### src/rtl/playback_pkg.sv
// rtl/playback_pkg.sv - shared state encoding and default constants for the playback repeat controller
package playback_pkg;

    typedef enum logic [1:0] {
        ST_IDLE = 2'd0,
        ST_PLAY = 2'd1,
        ST_GAP  = 2'd2
    } state_e;

    localparam int DEF_BIT_W    = 32;
    localparam int DEF_PKT_LAST = 936;
    localparam int DEF_REP_W    = 9;

endpackage

### src/rtl/wrap_counter.sv
// rtl/wrap_counter.sv - modulo counter 0..LAST with enable, synchronous clear and terminal-count flag
module wrap_counter
    import playback_pkg::*;
#(
    parameter int LAST = DEF_BIT_W - 1,
    parameter int W    = 5
) (
    input  logic         clk,
    input  logic         reset,
    input  logic         en,
    input  logic         clr,
    output logic [W-1:0] count,
    output logic         wrap
);

    localparam logic [W-1:0] LAST_V = W'(LAST);

    logic [W-1:0] count_q;
    logic [W-1:0] count_d;

    // wrap flags the terminal value; the parent qualifies it with its own enable
    assign wrap  = (count_q == LAST_V);
    assign count = count_q;

    always_comb begin
        count_d = count_q;
        if (clr) begin
            count_d = '0;
        end else if (en) begin
            count_d = wrap ? '0 : count_q + 1'b1;
        end
    end

    always_ff @(posedge clk or posedge reset) begin
        if (reset) begin
            count_q <= '0;
        end else begin
            count_q <= count_d;
        end
    end

endmodule

### src/rtl/playback_repeat_ctrl.sv
// rtl/playback_repeat_ctrl.sv - bit/packet/repetition sequencer for the serialiser; PLAYBACK_GAP_EN adds an inter-message gap
module playback_repeat_ctrl
    import playback_pkg::*;
#(
    parameter int BIT_W    = DEF_BIT_W,
    parameter int PKT_LAST = DEF_PKT_LAST,
    parameter int PKT_W    = 10,
    parameter int REP_W    = DEF_REP_W,
    parameter int BIT_CW   = $clog2(BIT_W)
`ifdef PLAYBACK_GAP_EN
    ,
    parameter int GAP_TICKS = 64
`endif
) (
    input  logic              clk,
    input  logic              reset,
    input  logic              start,
    input  logic              abort,
    input  logic              bit_tick,
    input  logic [REP_W-1:0]  rep_target,
    output logic [BIT_CW-1:0] bit_count,
    output logic [PKT_W-1:0]  packet_count,
    output logic [REP_W-1:0]  big_count,
    output logic              playing,
    output logic              msg_wrap,
`ifdef PLAYBACK_GAP_EN
    output logic              in_gap,
`endif
    output logic              done
);

    state_e state_q;
    state_e state_d;

    logic [REP_W-1:0] big_q, big_d;
    logic [REP_W-1:0] target_q, target_d;
    logic             msg_wrap_q, msg_wrap_d;
    logic             done_q, done_d;
    logic             playing_q, playing_d;

    logic             run_tick;
    logic             play_tick;
    logic             bit_wrap;
    logic             pkt_wrap;
    logic             msg_end;
    logic             final_rep;
    logic [REP_W-1:0] big_inc;

`ifdef PLAYBACK_GAP_EN
    localparam int GAP_W = $clog2(GAP_TICKS + 1);
    localparam logic [GAP_W-1:0] GAP_LAST = GAP_W'(GAP_TICKS - 1);

    logic [GAP_W-1:0] gap_q, gap_d;
    logic             in_gap_q, in_gap_d;
    logic             gap_done;
`endif

    // start and abort take precedence, so a tick only counts when neither is present
    assign run_tick  = bit_tick && !start && !abort;
    assign play_tick = (state_q == ST_PLAY) && run_tick;
    assign msg_end   = play_tick && bit_wrap && pkt_wrap;
    assign big_inc   = big_q + 1'b1;
    assign final_rep = msg_end && (target_q != '0) && (big_inc == target_q);

`ifdef PLAYBACK_GAP_EN
    assign gap_done  = (state_q == ST_GAP) && run_tick && (gap_q == GAP_LAST);
`endif

    wrap_counter #(
        .LAST (BIT_W - 1),
        .W    (BIT_CW)
    ) u_bit_cnt (
        .clk   (clk),
        .reset (reset),
        .en    (play_tick),
        .clr   (start),
        .count (bit_count),
        .wrap  (bit_wrap)
    );

    wrap_counter #(
        .LAST (PKT_LAST),
        .W    (PKT_W)
    ) u_pkt_cnt (
        .clk   (clk),
        .reset (reset),
        .en    (play_tick && bit_wrap),
        .clr   (start),
        .count (packet_count),
        .wrap  (pkt_wrap)
    );

    always_ff @(posedge clk or posedge reset) begin
        if (reset) begin
            state_q <= ST_IDLE;
        end else begin
            state_q <= state_d;
        end
    end

    always_comb begin
        state_d = state_q;
        if (start) begin
            state_d = ST_PLAY;
        end else if (abort) begin
            state_d = ST_IDLE;
        end else begin
            case (state_q)
                ST_PLAY: begin
                    if (final_rep) begin
                        state_d = ST_IDLE;
                    end else if (msg_end) begin
`ifdef PLAYBACK_GAP_EN
                        state_d = ST_GAP;
`else
                        state_d = ST_PLAY;
`endif
                    end
                end
`ifdef PLAYBACK_GAP_EN
                ST_GAP: begin
                    if (gap_done) begin
                        state_d = ST_PLAY;
                    end
                end
`endif
                default: state_d = state_q;
            endcase
        end
    end

    always_comb begin
        big_d    = big_q;
        target_d = target_q;
        if (start) begin
            big_d    = '0;
            target_d = rep_target;
        end else if (msg_end) begin
            big_d = big_inc;
        end
        msg_wrap_d = msg_end;
        done_d     = final_rep;
        playing_d  = (state_d != ST_IDLE);
`ifdef PLAYBACK_GAP_EN
        in_gap_d = (state_d == ST_GAP);
        gap_d    = gap_q;
        if (state_d != ST_GAP) begin
            gap_d = '0;
        end else if ((state_q == ST_GAP) && run_tick) begin
            gap_d = gap_q + 1'b1;
        end
`endif
    end

    always_ff @(posedge clk or posedge reset) begin
        if (reset) begin
            big_q      <= '0;
            target_q   <= '0;
            msg_wrap_q <= 1'b0;
            done_q     <= 1'b0;
            playing_q  <= 1'b0;
`ifdef PLAYBACK_GAP_EN
            gap_q      <= '0;
            in_gap_q   <= 1'b0;
`endif
        end else begin
            big_q      <= big_d;
            target_q   <= target_d;
            msg_wrap_q <= msg_wrap_d;
            done_q     <= done_d;
            playing_q  <= playing_d;
`ifdef PLAYBACK_GAP_EN
            gap_q      <= gap_d;
            in_gap_q   <= in_gap_d;
`endif
        end
    end

    assign big_count = big_q;
    assign msg_wrap  = msg_wrap_q;
    assign done      = done_q;
    assign playing   = playing_q;
`ifdef PLAYBACK_GAP_EN
    assign in_gap    = in_gap_q;
`endif

endmodule

### config.mk
export PLATFORM = sky130hd
export DESIGN_NAME = playback_repeat_ctrl
export DESIGN_NICKNAME = d
export VERILOG_FILES = /design/src/rtl/playback_pkg.sv /design/src/rtl/wrap_counter.sv /design/src/rtl/playback_repeat_ctrl.sv
export SDC_FILE = /design/constraint.sdc
export NUM_CORES = 1
export LEC_CHECK = 0
export CORE_UTILIZATION = 30
export DETAILED_ROUTE_END_ITERATION = 8
export GPL_TIMING_DRIVEN = 1
export PLACE_DENSITY = 0.52
export SYNTH_ARGS = -nofsm -noshare
export SYNTH_HDL_FRONTEND = slang
export SYNTH_SLANG_ARGS = --single-unit
### constraint.sdc
create_clock -name clk -period 1.8 [get_ports clk]
set_input_delay 0.36 -clock clk [delete_from_list [all_inputs] [get_ports clk]]
set_output_delay 0.36 -clock clk [all_outputs]
set_load 0.01 [all_outputs]
Yosys cells after proc, flatten, opt, wreduce, memory -nomap -nowiden
Index checks and enable logic that the tools add are counted.
{ "classes": {"magnitude_cmp": 0, "shifts": 0, "n_div": 0, "multipliers": 0, "reduce_logical": 14, "bitwise_logic": 0, "n_mux": 13, "n_eq_ne": 4, "add_sub_neg": 3} }
{ "op_table": {"columns": ["cell", "n"], "rows": [
  ["10-bit 2-to-1 mux", 3],
  ["9-bit 2-to-1 mux", 2],
  ["5-bit 2-to-1 mux", 3],
  ["10-bit by 1-bit adder with 10-bit output (second input constant)", 1],
  ["10-bit equality test (second input constant)", 1],
  ["2-bit 2-to-1 mux", 5],
  ["9-bit by 1-bit adder with 9-bit output (second input constant)", 1],
  ["9-bit equality test", 1],
  ["9-bit nonzero test", 1],
  ["2-bit nonzero test", 4],
  ["1-bit logical AND", 7],
  ["5-bit by 1-bit adder with 5-bit output (second input constant)", 1],
  ["5-bit equality test (second input constant)", 1],
  ["2-bit by 1-bit equality test with 1-bit output (second input constant)", 1],
  ["1-bit logical NOT", 2]
]} }
{ "word_totals": {"mem_bits_rw": 0, "rom_bits": 0, "n_memories": 0, "out_inout_bits": 27, "ff_bits": 38, "latch_bits": 0} }

Longest topological paths before layout
Gate-level depths: netlist of run 1.
{ "depth": {"ltp_word": 13, "ltp_mapped": 10, "depth_no_buf": 9} }

By module
Synthesis of run 1 repeated with hierarchy kept, for this count alone.
{ "unflattened": {"cells_unflattened": 207, "hier_area_um2": 2072.0} }
{ "by_module_without_submodules": {"columns": ["mod", "seq_area_each_um2", "instances", "cells_per_inst", "area_each_um2"], "rows": [
  ["playback_repeat_ctrl", 575.6, 1, 126, 1255.0],
  ["wrap_counter at u_pkt_cnt", 250.2, 1, 55, 555.5],
  ["wrap_counter at u_bit_cnt", 125.1, 1, 26, 261.5]
]} }

Least setup slack after synthesis of run 1
OpenSTA, ideal clock, no wires.
{ "synth_timing": {"path_type": "register to register", "startpoint": "register big_q[0] (netlist: big_count[0])", "endpoint": "register playing_q (netlist: playing)", "period_less_slack_ps": 2095, "t_arrival_ps": 1966, "path_stages_with_launch": 8, "n_path_buf": 0, "setup_ps": 129, "setup_slack_ps": -295, "required_ps": 1671, "cell_sequence": "dfrtp_1 -> ha_1 -> nand2_2 -> o21a_1 -> or3_1 -> a21o_1 -> a2111oi_4 -> o21bai_2"} }
{ "synth_between": {"elab_chain_cells": 8} }
{ "synth_rtl": {"columns": ["element", "line", "source"], "rows": [
  ["start, declared", "playback_repeat_ctrl.sv:35", "logic [REP_W-1:0] big_q, big_d;"],
  ["start signal, assigned", "playback_repeat_ctrl.sv:167", "big_q <= big_d;"],
  ["9-bit by 1-bit adder with 9-bit output", "playback_repeat_ctrl.sv:62", "assign big_inc = big_q + 1'b1;"],
  ["9-bit equality test", "playback_repeat_ctrl.sv:63", "assign final_rep = msg_end && (target_q != '0) && (big_inc == target_q);"],
  ["1-bit logical AND", "playback_repeat_ctrl.sv:63", null],
  ["via done_d", "playback_repeat_ctrl.sv:38", "logic done_q, done_d;"],
  ["2-bit 2-to-1 mux", "playback_repeat_ctrl.sv:110", "if (final_rep) begin"],
  ["2-bit 2-to-1 mux", "playback_repeat_ctrl.sv:108", "case (state_q)"],
  ["2-bit 2-to-1 mux", "playback_repeat_ctrl.sv:105", "end else if (abort) begin"],
  ["2-bit 2-to-1 mux", "playback_repeat_ctrl.sv:103", "if (start) begin"],
  ["2-bit nonzero test", "playback_repeat_ctrl.sv:143", "playing_d = (state_d != ST_IDLE);"],
  ["via playing_d", "playback_repeat_ctrl.sv:39", "logic playing_q, playing_d;"],
  ["end signal, assigned", "playback_repeat_ctrl.sv:171", "playing_q <= playing_d;"],
  ["end, declared", "playback_repeat_ctrl.sv:39", null]
]} }
The timed path passes the listed nets, and every way through them passes these cells.
A chain may end at the register's enable or synchronous reset.

Final worst setup path of run 1
{ "layout_timing": {"startpoint": "register big_q[0] (netlist: big_count[0])", "endpoint": "register state_q[0]"} }
{ "layout_between": {"elab_chain_cells": 7} }
{ "layout_rtl": {"columns": ["element", "line", "source"], "rows": [
  ["9-bit by 1-bit adder with 9-bit output", "playback_repeat_ctrl.sv:62", null],
  ["9-bit equality test", "playback_repeat_ctrl.sv:63", null],
  ["1-bit logical AND", "playback_repeat_ctrl.sv:63", null],
  ["via done_d", "playback_repeat_ctrl.sv:38", null],
  ["2-bit 2-to-1 mux", "playback_repeat_ctrl.sv:110", null],
  ["2-bit 2-to-1 mux", "playback_repeat_ctrl.sv:108", null],
  ["2-bit 2-to-1 mux", "playback_repeat_ctrl.sv:105", null],
  ["2-bit 2-to-1 mux", "playback_repeat_ctrl.sv:103", null],
  ["via state_d[0]", "playback_repeat_ctrl.sv:33", "state_e state_d;"],
  ["end signal, assigned", "playback_repeat_ctrl.sv:97", "state_q <= state_d;"],
  ["end, declared", "playback_repeat_ctrl.sv:32", "state_e state_q;"]
]} }
The timed path passes the listed nets, and every way through them passes these cells.

==> summary.md, run 1 <==
| Metric | Value |
|---|---|
| Status | `complete, but fails checks` |
| Failing checks | `design-rule violations, negative setup slack` |
| Worst hold margin | `416.2 ps` |
| Sequential share of power | `53.3%` |
| CP Data Arrival Time | `~2100 ps` |
| RSZ-0062 raised after global routing | `true` |
| WL/cell | `13.75 um` |
| Max-cap viol count | `0` |
| Clock Power Share | `about 35%` |
| Num CTS Buffers | `5` |
| Later-pin clock latency in the skew report | `290 ps` |
| Pwr Density | `just over 500 nW/um^2` |
| Max-slew violation count | `0` |
| TritonCTS clock tree | `built` |
| Area Overhead vs Synth | `58.07%` |
| Met2 GRT Util | `between 20 and 25%` |
| CP Launch Type | `flop` |
| Drt pass-1 iters | `9` |
| Final hold viol count | `0` |
| Net Sw Frac | `around a quarter` |
| DRT antenna net count | `0` |
| GRT Total Usage | `15.17%` |
| Final period util | `108.0%` |
| # rows | `29` |
| DR iter-0 viols | `65` |
| R2r endpoint | `state_q[0]` |
| Worst reg2reg setup slack | `-140 ps` |
| Global-route wire length before repair | `8404 um` |
| Diodes inserted | `0` |
| Sw Pwr | `428.1 uW` |
| Grt total ovfl | `0` |
| #FFs+latches synth | `38` |
| Commonest non-fill, non-tap cell in the layout | `buf_4` |
| Max VDD drop | `0.0002823 V` |
| Yosys warns | `0` |
| Crit path kind | `flop to flop` |
| Hold Buf Count CTS | `0` |
| Post-Synthesis Cells | `210` |
| Comb pwr share | `12.2%` |
| Cell Count, Final, Fillers Out | `383` |
| Post-detailed-route DRC marker count | `2` |
| Overall power | `1.688 mW` |
| Syn avg cell area | `9.819 sq um` |
| Layout cells sized above 1 | `37.25%` |
| Slowest CP cell | `dfrtp_2` |
| CTS root buf | `clkbuf_8` |
| Cell variety after synth | `46` |
| Antenna violations before repair | `0` |
| Fillers | `616` |
| R2R Path Start | `big_count[0]` |
| Final clock skew | `~2.3 ps` |
| # IOs | `between 40 and 50` |
| Setup TNS | `-356.3 ps` |
| Met1 usage | `21.58%` |
| Longest Clk Path Bufs | `2` |
| Vias | `~1900` |
| Register area share after synthesis | `46.12%` |
| GRT Max-Usage Layer | `met2` |
| Largest net degree at the start of global routing | `39` |
| Min-delay worst type | `primary input to asynchronous set/reset pin` |
| Cells after DPL | `between 300 and 400` |
| Vias in the first global route | `1731` |
| Crit path time final | `1944 ps` |
| Worst Path Required | `1970 ps` |
| Static Leak | `1.411 nW` |
| RD Place Congestion | `0.7931` |
| Clock-pin transition on the worst setup and hold timing paths | `roughly 80 ps` |
| Post-synth EDFFs | `0` |
| Final setup violating endpoints | `4` |
| H-Tree Depth | `2` |
| Buf/Inv on CP | `1` |
| Multi-input logic area | `between 1000 and 1500 sq um` |
| Vias per cell | `4.833` |
| Register area | `955.9 sq um` |
| Syn Std Cell Area | `2062 sq um` |
| Slack of the critical path | `-143.6 ps` |
| Slew margin rel. | `74.07%` |
| Delay of the slowest critical-path stage | `440 ps` |
| Clock sink total | `38` |
| Met3 usage | `~3.3%` |
| CP top delay family | `compound AO/OA/AOI/OAI gates` |
| FFs w/ async S/R, synth | `100.0%` |
| Crit. End Element | `flop` |
| Pint | `roughly 1.3 mW` |
| Die H | `84.91 um` |
| Core area | `6495 sq um` |
| Tightest Pin Transition | `387.7 ps` |
| Crit-path max FO | `3` |
| IO buf count | `40` |
| Starting Density | `31.75%` |
| Maximum operating frequency | `between 500 and 600 MHz` |
| Horiz. Die Dim | `between 80 and 90 um` |
| Cell chain of the critical path | `buf_4 -> and3_2 -> a31oi_1 -> nor3_1 -> a211o_1 -> a2111oi_4 -> nor2_1` |
| Placed wire-length estimate | `3800 um` |
| Primary FF master, synth | `dfrtp_1` |
| Most frequent cells in the layout | `buf_4 (51), clkdlybuf4s50_1 (37), dfrtp_1 (34)` |
| Final nets | `between 300 and 400` |
| Syn nets | `229` |
| FF-to-FF path depth | `7` |
| Die area | `7209 sq um` |
| Final wirelength | `around 5300 um` |
how the worst max path moves through the flow:
stage                             startpoint            endpoint  slack, ps  cells past startpoint
after floorplan           u_bit_cnt.count[0]             playing        -90                      9
after global placement                 abort  u_pkt_cnt.count[9]       -320                      8
after detailed placement               abort  u_pkt_cnt.count[7]       -340                      7
after CTS                       big_count[0]             playing       -110                      7
after global routing      u_pkt_cnt.count[1]          state_q[0]       -230                     10
final                           big_count[0]          state_q[0]       -140                      7
worst reg2reg max path, cell delays in order, from the launching register on:
cell and delay [ps]:
dfrtp_2 440, buf_4 150, and3_2 170, a31oi_1 210, nor3_1 80, a211o_1 260
a2111oi_4 410, nor2_1 100
registers in the layout (all words and copies together) (netlist names):
register / flops
playing: 1
target_q: 9
done: 1
u_bit_cnt.count: 5
state_q: 2
msg_wrap: 1
big_count: 9
u_pkt_cnt.count: 10
power groups by stage:
stage	logic, mW	clock network (mW)	registers [mW]
after detailed placement	0.187	0	0.916
after CTS	0.188	0.597	0.899
after global routing	0.226	0.631	0.903
after global placement	0.185	0	0.917
after floorplan	0.102	0	0.913
final	0.206	0.583	0.899
cells in the mapped netlist, types with 3 or more instances:
cell	count	area [sq um]
a21oi_1	6	30.03
and3_1	4	25.02
buf_2	4	20.02
clkbuf_1	4	15.01
dfrtp_1	38	950.9
ha_1	5	62.56
inv_1	7	26.28
mux2_2	8	90.09
nand2_1	21	78.83
nand2b_1	3	18.77
nand3_1	5	25.02
nand4_1	5	31.28
nor2_1	19	71.32
nor2b_1	3	18.77
nor3_1	4	20.02
o21ai_0	19	95.09
xnor2_1	10	87.58
xor2_1	9	78.83
metrics by stage:
step                      util [%]  cell area [sq um]  worst slack (ps)
after global routing         50.18               3259            -232.0
after detailed placement     44.56               2894            -339.5
after floorplan                  -               2105            -90.96
final                        50.18               3259            -143.6
after CTS                    46.79               3039            -114.6
after global placement       44.56               2894            -320.4
layer usage:
metal	up-vias	part of all wire, %
li1	922	-
met1	890	50
met2	34	45
met3	5	2.8
met4	0	1.7
met5	-	0
repair_timing:
item	CTS	global route
endpoints found under the setup margin	12	18
resized for setup	9	41
setup buffers	4	10
cloned	0	0
pin swaps	8	18
cells by family after synthesis:
kind of cell	count (synthesis)	share of synthesized area [%]
simple gates	83	21.72
flops	38	46.12
buf+inv	17	3.519
fa+ha+maj	5	3.034
xor+xnor	19	8.070
mux	10	5.340
compound gates	38	12.20
cell type report:
class	instances	area share, %
Tap cell	77	2.956
Sequential cell	38	29.33
Clock inverter	2	0.3071
Timing Repair Buffer	98	26.83
Multi-Input combinational cell	155	37.54
Inverter	7	0.8061
Clock buffer	6	2.226
Power figures use the tool's default switching activity.
==> run 2, diff against run 1 <==
CELL_PAD_IN_SITES_DETAIL_PLACEMENT = 0   (was unset)
CELL_PAD_IN_SITES_GLOBAL_PLACEMENT = 1   (was unset)
CORE_ASPECT_RATIO = 1.4   (was unset)
PLACE_DENSITY = 0.65   (was 0.52)
==> run 2 against run 1 <==
Compared with the run above:
- the flow finishes with violations (negative setup slack)
- final area is 1.8% higher
- clock skew grew 2.6 ps
- sequential power about the same
- maximum frequency rose by 0.30%
- clock-buffer cell count is 2 higher
- non-clock buffer count up 3
- sequential cell count unchanged
- worst hold slack lost 50 ps
- critical path type unchanged
==> summary.md, run 2 (synthesis gave the netlist of run 1 again) <==
| Metric | Value |
|---|---|
| IO buf count | `40 (unchanged)` |
| Tightest Pin Transition | `335.4 ps (-52.28 ps)` |
| Slowest CP cell | `dfrtp_2` |
| Final period util | `107.7% (-0.33 points)` |
| Slew margin rel. | `77.64% (+3.6 points)` |
| # rows | `35 (+21%)` |
| Pwr Density | `510.4 nW/um^2 (-1.5%)` |
| Hold Buf Count CTS | `0 (unchanged)` |
| Diodes inserted | `0 (unchanged)` |
| Vias in the first global route | `1935 (+12%)` |
| Crit path time final | `1938 ps (-5.873 ps)` |
| GRT Total Usage | `16.66% (+1.5 points)` |
| Final hold viol count | `0 (unchanged)` |
| Met1 usage | `20.59% (-1.0 points)` |
| Max VDD drop | `0.0002207 V (-22%)` |
| Cells after DPL | `378 (+4.1%)` |
| Static Leak | `1.489 nW (+5.5%)` |
| CP Data Arrival Time | `2110 ps (about the same)` |
| Core area | `6613 sq um (+1.8%)` |
| Area Overhead vs Synth | `60.86%` |
| Slack of the critical path | `-137.7 ps (+5.873 ps)` |
| Clock sink total | `38 (unchanged)` |
| TritonCTS clock tree | `built` |
| Crit. End Element | `flop` |
| Layout cells sized above 1 | `36.89% (-0.36 points)` |
| WL/cell | `13.78 um (+0.15%)` |
| Final wirelength | `5524 um (+4.9%)` |
| RSZ-0062 raised after global routing | `true` |
| Met3 usage | `2.510% (-0.80 points)` |
| Status | `complete, but fails checks` |
| Placed wire-length estimate | `4071 um (+7.1%)` |
| Max-cap viol count | `0 (unchanged)` |
| Num CTS Buffers | `5 (unchanged)` |
| CP Launch Type | `flop` |
| Post-detailed-route DRC marker count | `0 (-2)` |
| Final nets | `327 (+0.93%)` |
| Setup TNS | `-373.7 ps (-17.41 ps)` |
| Vias | `1888 (+2.0%)` |
| Horiz. Die Dim | `72.07 um (-15%)` |
| Met2 GRT Util | `28.68% (+6.2 points)` |
| Die area | `7213 sq um (about the same)` |
| Worst Path Required | `1970 ps (about the same)` |
| Maximum operating frequency | `516.1 MHz (+0.30%)` |
| Cell chain of the critical path | `ha_4 -> nand2_4 -> nor3_1 -> or3_1 -> a21o_1 -> a2111oi_4 -> o21bai_2` |
| Die H | `100.1 um (+18%)` |
| DR iter-0 viols | `72 (+11%)` |
| Final clock skew | `4.903 ps (+2.565 ps)` |
| Clock-pin transition on the worst setup and hold timing paths | `70 ps (about the same)` |
| Failing checks | `negative setup slack` |
| Min-delay worst type | `primary input to flop` |
| Grt total ovfl | `0 (unchanged)` |
| Vias per cell | `4.708 (-2.6%)` |
| CTS root buf | `clkbuf_8` |
| Final setup violating endpoints | `6 (+2)` |
| Max-slew violation count | `0 (unchanged)` |
| RD Place Congestion | `0.7950 (+0.24%)` |
| H-Tree Depth | `2 (unchanged)` |
| Largest net degree at the start of global routing | `39 (unchanged)` |
| Largest register FFs | `10 (unchanged)` |
| GRT Max-Usage Layer | `met2` |
| Antenna violations before repair | `0 (unchanged)` |
| DRT antenna net count | `0 (unchanged)` |
| Drt pass-1 iters | `4 (-5)` |
| Crit path kind | `flop to flop` |
| Later-pin clock latency in the skew report | `290 ps (about the same)` |
| Crit-path max FO | `4 (+1)` |
| Cell Count, Final, Fillers Out | `401 (+4.7%)` |
| # IOs | `41 (unchanged)` |
| Delay of the slowest critical-path stage | `430 ps (about the same)` |
| Most frequent cells in the layout | `buf_4 (51), dfrtp_1 (35), clkdlybuf4s50_1 (35)` |
| Commonest non-fill, non-tap cell in the layout | `buf_4` |
| Longest Clk Path Bufs | `2 (unchanged)` |
| Starting Density | `31.18% (-0.56 points)` |
| Global-route wire length before repair | `9377 um (+12%)` |
run 2: metrics by stage:
stage	power, mW	hold slack (ps)	cell area (sq um)	utilization [%]	setup WS (ps)
final	1.693	366.6	3317	50.16	-137.7
after global routing	1.766	399.6	3317	50.16	-237.4
after CTS	1.687	434.7	3094	46.79	-138.6
after detailed placement	1.111	530.3	2925	44.24	-390.2
after global placement	1.110	527.9	2925	44.24	-322.2
after floorplan	1.015	436.5	2105	-	-90.96
run 2: critical path, delay by kind of cell (launching register included):
kind / cells / cell delay (ps)
compound gates: 3 / 720
simple gates: 3 / 470
flops: 1 / 430
fa+ha+maj: 1 / 180
run 2: path summary, 6_finish.rpt:
check / slack, ps / endpoint / start / cells past startpoint
min reg2reg: 540 / target_q[0] / target_q[0] / 1
min in group asynchronous: 420 / u_pkt_cnt.count[7] / reset / 3
max: -140 / playing / big_count[1] / 7
max reg2reg: -140 / playing / big_count[1] / 7
max in group asynchronous: 1170 / big_count[0] / reset / 3
min: 370 / state_q[1] / abort / 3
run 2: where the power goes:
group	internal, mW	switching, mW	total [mW]
clock network	0.276	0.301	0.577
logic	0.122	0.0954	0.217
registers	0.878	0.0214	0.899
total	1.27	0.418	1.69
run 2: timing repair:
action | 4_1_cts | 5_1_grt
gates resized for setup | 9 | 49
setup buffers | 6 | 9
setup endpoints to repair | 18 | 23
pin swaps | 9 | 28
run 2: layout make-up:
| class | count | area (sq um) |
|---|---|---|
| repair buffers | 101 | 922.1 |
| flip-flops and latches | 38 | 954.7 |
| inverters | 7 | 26.28 |
| clock buffers | 8 | 80.08 |
| fillers | 645 | 3296 |
| multi-input cells | 155 | 1219 |
| well taps | 92 | 115.1 |
run 2: metal layers:
layer,up-vias,routed length (um)
li1,927,-
met1,912,2394
met2,39,2885
met3,10,136
met4,0,107
met5,-,0
